## config.mk

```make
export PLATFORM = sky130hd
export DESIGN_NAME = neural_soc_avm_read_timer
export DESIGN_NICKNAME = d
export VERILOG_FILES = /design/src/rtl/neural_soc_avm_read_timer.sv
export SDC_FILE = /design/constraint.sdc
export NUM_CORES = 1
export LEC_CHECK = 0
export CORE_MARGIN = 5
export CORE_UTILIZATION = 30
export DETAILED_ROUTE_END_ITERATION = 6
export DONT_BUFFER_PORTS = 1
export GPL_ROUTABILITY_DRIVEN = 0
export PLACE_DENSITY = 0.48
export SLEW_MARGIN = 10
export SYNTH_ARGS = -nofsm -noshare
export SYNTH_HDL_FRONTEND = slang
export SYNTH_SLANG_ARGS = --single-unit
```

## constraint.sdc

```tcl
create_clock -name clock -period 2.2 [get_ports clock]
set_input_delay 0.44 -clock clock [delete_from_list [all_inputs] [get_ports clock]]
set_output_delay 0.44 -clock clock [all_outputs]
set_load 0.005 [all_outputs]
```

## src/rtl/neural_soc_avm_read_timer.sv

```systemverilog
// neural_soc_avm_read_timer: per-transaction timeout counter and retry counter
module neural_soc_avm_read_timer #(
    parameter int TIMEOUT_CYCLES = 255,
    parameter int MAX_RETRIES = 3
) (
    input  logic clock,
    input  logic reset,
    input  logic tx_clr,
    input  logic tx_run,
    input  logic rt_clr,
    input  logic rt_inc,
    output logic expired,
    output logic exhausted
);
    localparam int CW = $clog2(TIMEOUT_CYCLES + 2);
    localparam int RW = $clog2(MAX_RETRIES + 2);
    logic [CW-1:0] cnt;
    logic [RW-1:0] retries;
    always_ff @(posedge clock) begin
        if (reset || tx_clr) cnt <= '0;
        else if (tx_run && cnt != '1) cnt <= cnt + CW'(1);
        if (reset || rt_clr) retries <= '0;
        else if (rt_inc) retries <= retries + RW'(1);
    end
    assign expired = int'(cnt) >= TIMEOUT_CYCLES - 1;
    assign exhausted = int'(retries) >= MAX_RETRIES;
endmodule

```

# --- Word level (Yosys, flattened, before mapping) ---
# Index checks and enable logic that the tools add are counted.
op_classes:
  shift: 0
  div_mod_pow: 0
  n_lt_le_gt_ge: 2
  n_eq_ne: 1
  n_mul: 0
  n_addsub: 2
  mux: 0
  n_bitwise: 0
  reduce_logical: 3
op_table:
  columns: ["cell", "n"]
  rows:
  - ["9-bit by 1-bit adder with 9-bit output (second input constant)", 1]
  - ["9-bit by 8-bit >= comparator with 1-bit output (second input constant)", 1]
  - ["9-bit inequality test (second input constant)", 1]
  - ["3-bit by 1-bit adder with 3-bit output (second input constant)", 1]
  - ["3-bit by 2-bit >= comparator with 1-bit output (second input constant)", 1]
  - ["1-bit logical OR", 2]
  - ["1-bit logical AND", 1]
totals:
  inputBits: 6
  latch_bits: 0
  output_inout_bits: 2
  memories: 0
  ff_bits: 12
  ram_bits: 0
  mem_bits_ro: 0
  wordCells: 10

# --- Logic depth before layout (Yosys ltp) ---
# Gate-level depths: netlist of run 1.
logic_depth:
  ltp_word: 2
  depth_mapped: 7
  ltp_nobuf: 7

# --- Worst setup path before layout of run 1 ---
# Ideal clock, no wire load.
synth_timing:
  kind: "register to register"
  startpoint: "reg cnt[0]"
  endpoint: "reg cnt[3]"
  slack_ps: 465
  stages_incl_launch_ff: 7
  arrival_time_ps: 1665
  path_buffers: 0
  t_required_ps: 2130
  cell_sequence: "dfxtp_1 ha_1 and4_1 ha_1 nand4b_1 or3_2 a21oi_1"
synth_between:
  elab_chain_cells: 2
  elab_cells_between_ends: 3
synth_rtl:
  columns: ["item", "line_no", "rtl"]
  rows:
  - ["from (decl)", "17", "logic [CW-1:0] cnt;"]
  - ["from (signal assigned)", "21", "else if (tx_run && cnt != '1) cnt <= cnt + CW'(1);"]
  - ["parallel branches: the longest is 2 deep, another holds 9-bit by 1-bit adder with 9-bit output", null, null]
# Parallel ways; which one is timed is not known.
# A chain may end at the register's enable or synchronous reset.

# --- Worst setup path after layout of run 1 ---
# Ends and elaborated chain as after synthesis.

==> reports/qor.yml, run 1 <==
die:
  rows: 16
  fp.dieArea_um2: 2960
  start_util: 0.308
  core_area_um2: 1920
  io_pins: 8
  die_h_um: 54.4
  dieWidth_um: 54.4
layout:
  fill_cells: 211
  finalNonFillerCells: 94
  antennaDiodeCount: 0
  fin_area_um2: 658
  drive_gt1_frac: 0.134
  nets: 79
  syn_to_final_growth_pct: 11.2
place:
  dpl-instance-area_um2: 622
  post-place-cells: 90
  port_buffers: 0
  hpwlAfterDp_um: 822
  pre_cts_ws_ps: 329
cts:
  ctsResizeCount: 0
  cts_tree: "done"
  cts.sinks: 12
  cts.clk_slew.worst_paths_ps: 80
  cts_setup_buffers: 0
  clockBufferDepth: 2
  htree_levels: 1
  root_buffer: "clkbuf_4"
  numCtsBuffers: 3
  hold_buffers: 0
  insertion_delay_ps: 270
yosys:
  synth_top_flop_cell: "dfxtp_1"
  yosysSeqAreaShare: 0.406
  synth_edf_count: 0
  synth_seq_cells: 12
  synthSimpleGateAreaFrac: 0.230
  yosysWarnings: 0
  synth-xor-area-share: 0.0444
  synth_area_per_cell_um2: 9.25
  syn_inst: 64
  yosysUniqueCellTypes: 26
  synthArstFlopShare: 0
  synth_nets: 75
  netlist_area_um2: 592
  synth_adder_area_share: 0.106
  synthMuxAreaShare: 0.0338
  synth_compound_area_frac: 0.148
  synth_top_family_by_area: "simple AND/OR/NAND/NOR gates"
worst_setup_path:
  crit_start: "cnt[0]$_SDFFE_PP0P_"
  r2r_slack_ps: 320
  critPathLaunchType: "flip-flop"
  required_ps: 2410
  worstPathArrival_ps: 2100
  r2r_start: "cnt[0]$_SDFFE_PP0P_"
  crit_type: "reg2reg"
  rr_endpoint: "cnt[3]$_SDFFE_PP0P_"
  endpoint: "cnt[3]$_SDFFE_PP0P_"
  r2r_cells: 6
  end_kind: "flip-flop"
  path_max_fanout: 6
flow_run:
  cap_violations: 0
detailed_routing:
  vias: 438
  drc: 0
  dr.pass1.iters: 3
  drt_iter0_markers: 9
  drt_wl_total_mm: 1.06
  ant_nets: 0
  avgRoutedWirePerCell_um: 11.2
  viasPerCell: 4.66
global_route:
  grt_pass1_wl_mm: 1.81
  grt_pass1_vias: 464
  grt-ovfl-total: 0
  antenna_found_initial: 0
  grt_use_total: 0.0900
  grt_max_degree: 10
pwr:
  pwr-share-comb: 0.042
  leakagePower_nw: 0.252
  powerDensity_nw_per_um2: 636
  seqPwrFrac: 0.536
  p_clk_frac: 0.422
  switching_power_mw: 0.0888
  intPower_mw: 0.330
  ir_drop_v: 0.000252
  netSwitchingFraction: 0.212
min_path:
  hp-start: "rt_clr"
  min_path_type: "in2reg"
timing:
  worst-slew-pin-transition_ps: 375
  setup_viol: 0
  setup_slack_ps: 317
  min_period_over_period: 0.856
  finalHoldViolCount: 0
  report.final.slew_viol_count: 0
  min_period_ps: 1880
  rsz0062_at_grt: "false"
  clock.fmax_mhz: 531
  tns_ps: 0
  finalClockSkew_ps: 7.65
  slew_headroom: 0.750
  hold_slack_ps: 236
run_status:
  outcome: "complete, no violations"
==> power groups by stage <==
stage	clock (mW)	combinational, mW	sequential (mW)
2_1_floorplan	0	0.0155	0.229
3_3_place_gp	0	0.0179	0.229
3_5_place_dp	0	0.0179	0.230
4_1_cts	0.187	0.0180	0.224
5_1_grt	0.195	0.0209	0.225
6_report	0.177	0.0176	0.224
==> layout by cell type, fill, tap and decap left out, drive strengths merged <==
cell type | netlist | final
a21oi | 5 | 5
a2111oi | 1 | 1
a41o | 1 | 1
nor2b | 1 | 1
ha | 5 | 5
a211oi | 1 | 1
nand3b | 1 | 1
or2 | 2 | 2
or3 | 4 | 4
nand3 | 1 | 1
a211o | 1 | 1
inv | 4 | 4
nand2 | 2 | 2
or4 | 1 | 1
nand4b | 1 | 1
mux2i | 2 | 2
nand4 | 1 | 1
o21ai | 4 | 4
and4 | 1 | 1
o31ai | 1 | 1
clkbuf | 1 | 4
xnor2 | 3 | 3
dfxtp | 12 | 12
nor3 | 2 | 2
nor2 | 6 | 6
==> layout make-up <==
type                            count  area [um2]  area share
Multi-Input combinational cell     47         333       0.506
Sequential cell                    12         240       0.365
Clock buffer                        4        36.3      0.0551
Tap cell                           27        33.8      0.0513
Inverter                            4        15.0      0.0228
==> sequential cells by signal, indices dropped and copies added (netlist names) <==
name / count
cnt: 9
retries: 3
==> per-stage QoR <==
step,power (mW),util
5_1_grt,0.442,0.342
4_1_cts,0.429,0.342
3_3_place_gp,0.247,0.324
6_report,0.419,0.342
3_5_place_dp,0.247,0.324
2_1_floorplan,0.244,-
==> routing by layer <==
layer / global-route usage / wire length (um)
met4: 0.0747 / 10
met1: 0.0887 / 499
met3: 0.0245 / 25
met2: 0.155 / 519
met5: 0 / 0
==> critical path, cell delays in order, from the launching register on <==
cell	delay, ps
dfxtp_1	350
ha_1	220
and4_1	200
ha_1	200
nand4b_1	270
or3_2	450
a21oi_1	140
==> logic make-up after synthesis <==
group                    count (synthesis)
flip-flops                              12
adder cells (fa/ha/maj)                  5
multiplexers                             2
AND/OR/NAND/NOR                         23
buffers and inverters                    5
XOR/XNOR                                 3
AO/OA/AOI/OAI                           14
==> synthesized netlist by cell type (3+ instances only) <==
library cell / count / share of area
ha_1: 5 / 0.11
o21ai_0: 4 / 0.034
a21oi_1: 5 / 0.042
nor2_1: 6 / 0.038
xnor2_1: 3 / 0.044
inv_1: 4 / 0.025
dfxtp_1: 12 / 0.41
==> how the worst min path moves through the flow <==
stage / to / depth (start not counted) / slack, ps
after floorplan: cnt[7]$_SDFFE_PP0P_ / 2 / 460
after global placement: cnt[7]$_SDFFE_PP0P_ / 2 / 490
after detailed placement: cnt[7]$_SDFFE_PP0P_ / 2 / 510
after CTS: retries[1]$_SDFFE_PP0P_ / 1 / 230
after global routing: retries[1]$_SDFFE_PP0P_ / 1 / 220
final: retries[1]$_SDFFE_PP0P_ / 1 / 240
Note: power is estimated with default switching activity, not from simulation.
==> inputs of run 2 (changes only) <==
--- a/config.mk
+++ b/config.mk
@@ -10,7 +10,7 @@
 export DETAILED_ROUTE_END_ITERATION = 6
 export DONT_BUFFER_PORTS = 1
 export GPL_ROUTABILITY_DRIVEN = 0
-export PLACE_DENSITY = 0.48
+export PLACE_DENSITY_LB_ADDON = 0.3
 export SLEW_MARGIN = 10
 export SYNTH_ARGS = -nofsm -noshare
 export SYNTH_HDL_FRONTEND = slang
==> run 2 against run 1 <==
Compared with the run above:
- highest routed layer unchanged
- clock-buffer cell count is the same
- worst setup slack gained 6.0 ps
- flip-flop and latch count is the same
- sequential power is essentially flat
- critical path type unchanged
- power shrank 0.83%
- clock skew shrank 5.2 ps
- fmax grew 0.32%
==> reports/qor.yml, run 2 (same netlist as run 1, synthesis figures left out) <==
cts:
  ctsResizeCount: 0
  insertion_delay_ps: 270
  cts.clk_slew.worst_paths_ps: 80
  numCtsBuffers: 3
  root_buffer: "clkbuf_4"
  cts_tree: "done"
  hold_buffers: 0
  clockBufferDepth: 2
  cts.sinks: 12
  cts_setup_buffers: 0
  htree_levels: 1
die:
  core_area_um2: 1920
  io_pins: 8
  start_util: 0.308
  rows: 16
  dieWidth_um: 54.4
  die_h_um: 54.4
  fp.dieArea_um2: 2960
place:
  port_buffers: 0
  pre_cts_ws_ps: 336
  hpwlAfterDp_um: 813
  dpl-instance-area_um2: 622
timing:
  tns_ps: 0
  rsz0062_at_grt: "false"
  slew_headroom: 0.766
  finalHoldViolCount: 0
  min_period_ps: 1880
  setup_slack_ps: 323
  report.final.slew_viol_count: 0
  setup_viol: 0
  finalClockSkew_ps: 2.48
  worst-slew-pin-transition_ps: 342
  clock.fmax_mhz: 533
  min_period_over_period: 0.853
layout:
  syn_to_final_growth_pct: 11.2
  fin_area_um2: 658
  utilization: 0.342
  antennaDiodeCount: 0
  regMostFlops: "cnt"
  final_cell_mix: "dfxtp_1 (12), nor2_1 (6), a21oi_1 (5), ha_1 (5)"
  largest_reg_flops: 9
  top_regs: "cnt: 9 flops, retries: 3 flops"
  mostFrequentLayoutCell: "dfxtp_1"
  drive_gt1_frac: 0.134
  nets: 79
global_route:
  grt_use_total: 0.0837
  antenna_found_initial: 0
  grt_pass1_wl_mm: 1.79
  grt-ovfl-total: 0
  grt_max_degree: 10
  grt_pass1_vias: 441
pwr:
  netSwitchingFraction: 0.206
  switching_power_mw: 0.0855
  p_clk_frac: 0.419
  ir_drop_v: 0.000400
  intPower_mw: 0.330
  seqPwrFrac: 0.540
  powerDensity_nw_per_um2: 631
  leakagePower_nw: 0.252
  pwr-share-comb: 0.041
detailed_routing:
  avgRoutedWirePerCell_um: 11.0
  drc: 0
  ant_nets: 0
  drt_wl_total_mm: 1.04
  viasPerCell: 4.79
  vias: 450
  drt_iter0_markers: 0
  dr.pass1.iters: 1
worst_setup_path:
  end_kind: "flip-flop"
  crit_type: "reg2reg"
  crit_top_cell: "ha_1"
  required_ps: 2410
  worstPathArrival_ps: 2080
  path_max_fanout: 6
  cp_top_family: "simple AND/OR/NAND/NOR gates"
  slowest_stage: "or4_1"
  critPathLaunchType: "flip-flop"
  critPathBufInv: 0
  slowest_delay_ps: 450
  cp_cell_sequence: "ha_1, and4_1, ha_1, nand4b_1, or4_1, a21oi_1"
flow_run:
  cap_violations: 0
run_status:
  outcome: "complete, no violations"
min_path:
  min_path_type: "in2reg"
-- run 2: cell counts in the layout (fill, tap and decap cells not counted) --
No cell type changed its count.
-- run 2: area by class of cell --
cell class | count | area, um2
inverter | 4 | 15.0
clock buffer | 4 | 36.3
sequential | 12 | 240
tap | 27 | 33.8
fill | 208 | 1260
multi-input combinational | 47 | 333
-- run 2: final timing paths --
kind | startpoint | end | slack [ps] | cells after the start
worst max-delay path | cnt[0]$_SDFFE_PP0P_ | cnt[7]$_SDFFE_PP0P_ | 320 | 6
worst min-delay path | rt_clr | retries[0]$_SDFFE_PP0P_ | 240 | 1
worst max register to register | cnt[0]$_SDFFE_PP0P_ | cnt[7]$_SDFFE_PP0P_ | 320 | 6
worst min register to register | cnt[7]$_SDFFE_PP0P_ | cnt[7]$_SDFFE_PP0P_ | 510 | 2
-- run 2: through the flow --
| step | power, mW | cells | hold WS (ps) |
|---|---|---|---|
| 2_1_floorplan | 0.244 | 64 | 461 |
| 3_3_place_gp | 0.247 | 90 | 490 |
| 3_5_place_dp | 0.247 | 90 | 486 |
| 4_1_cts | 0.423 | 94 | 228 |
| 5_1_grt | 0.434 | 94 | 223 |
| 6_report | 0.415 | 94 | 237 |
-- run 2: layer usage --
layer	global-route usage	routed length [um]	part of all wire	vias up
met1	0.0820	461	0.45	206
met5	0	0	0	-
li1	-	-	-	237
met2	0.153	532	0.51	5
met3	0.0409	23	0.022	2
met4	0.0249	19	0.018	0
-- run 2: worst reg2reg max path, cell delays in order (launching register included) --
cell,delay (ps)
dfxtp_1,350
ha_1,220
and4_1,190
ha_1,200
nand4b_1,270
or4_1,450
a21oi_1,140
-- run 2: power groups by stage --
stage / combinational (mW) / clock [mW] / sequential (mW)
2_1_floorplan: 0.0155 / 0 / 0.229
3_3_place_gp: 0.0176 / 0 / 0.229
3_5_place_dp: 0.0175 / 0 / 0.230
4_1_cts: 0.0176 / 0.181 / 0.224
5_1_grt: 0.0203 / 0.189 / 0.225
6_report: 0.0172 / 0.174 / 0.224
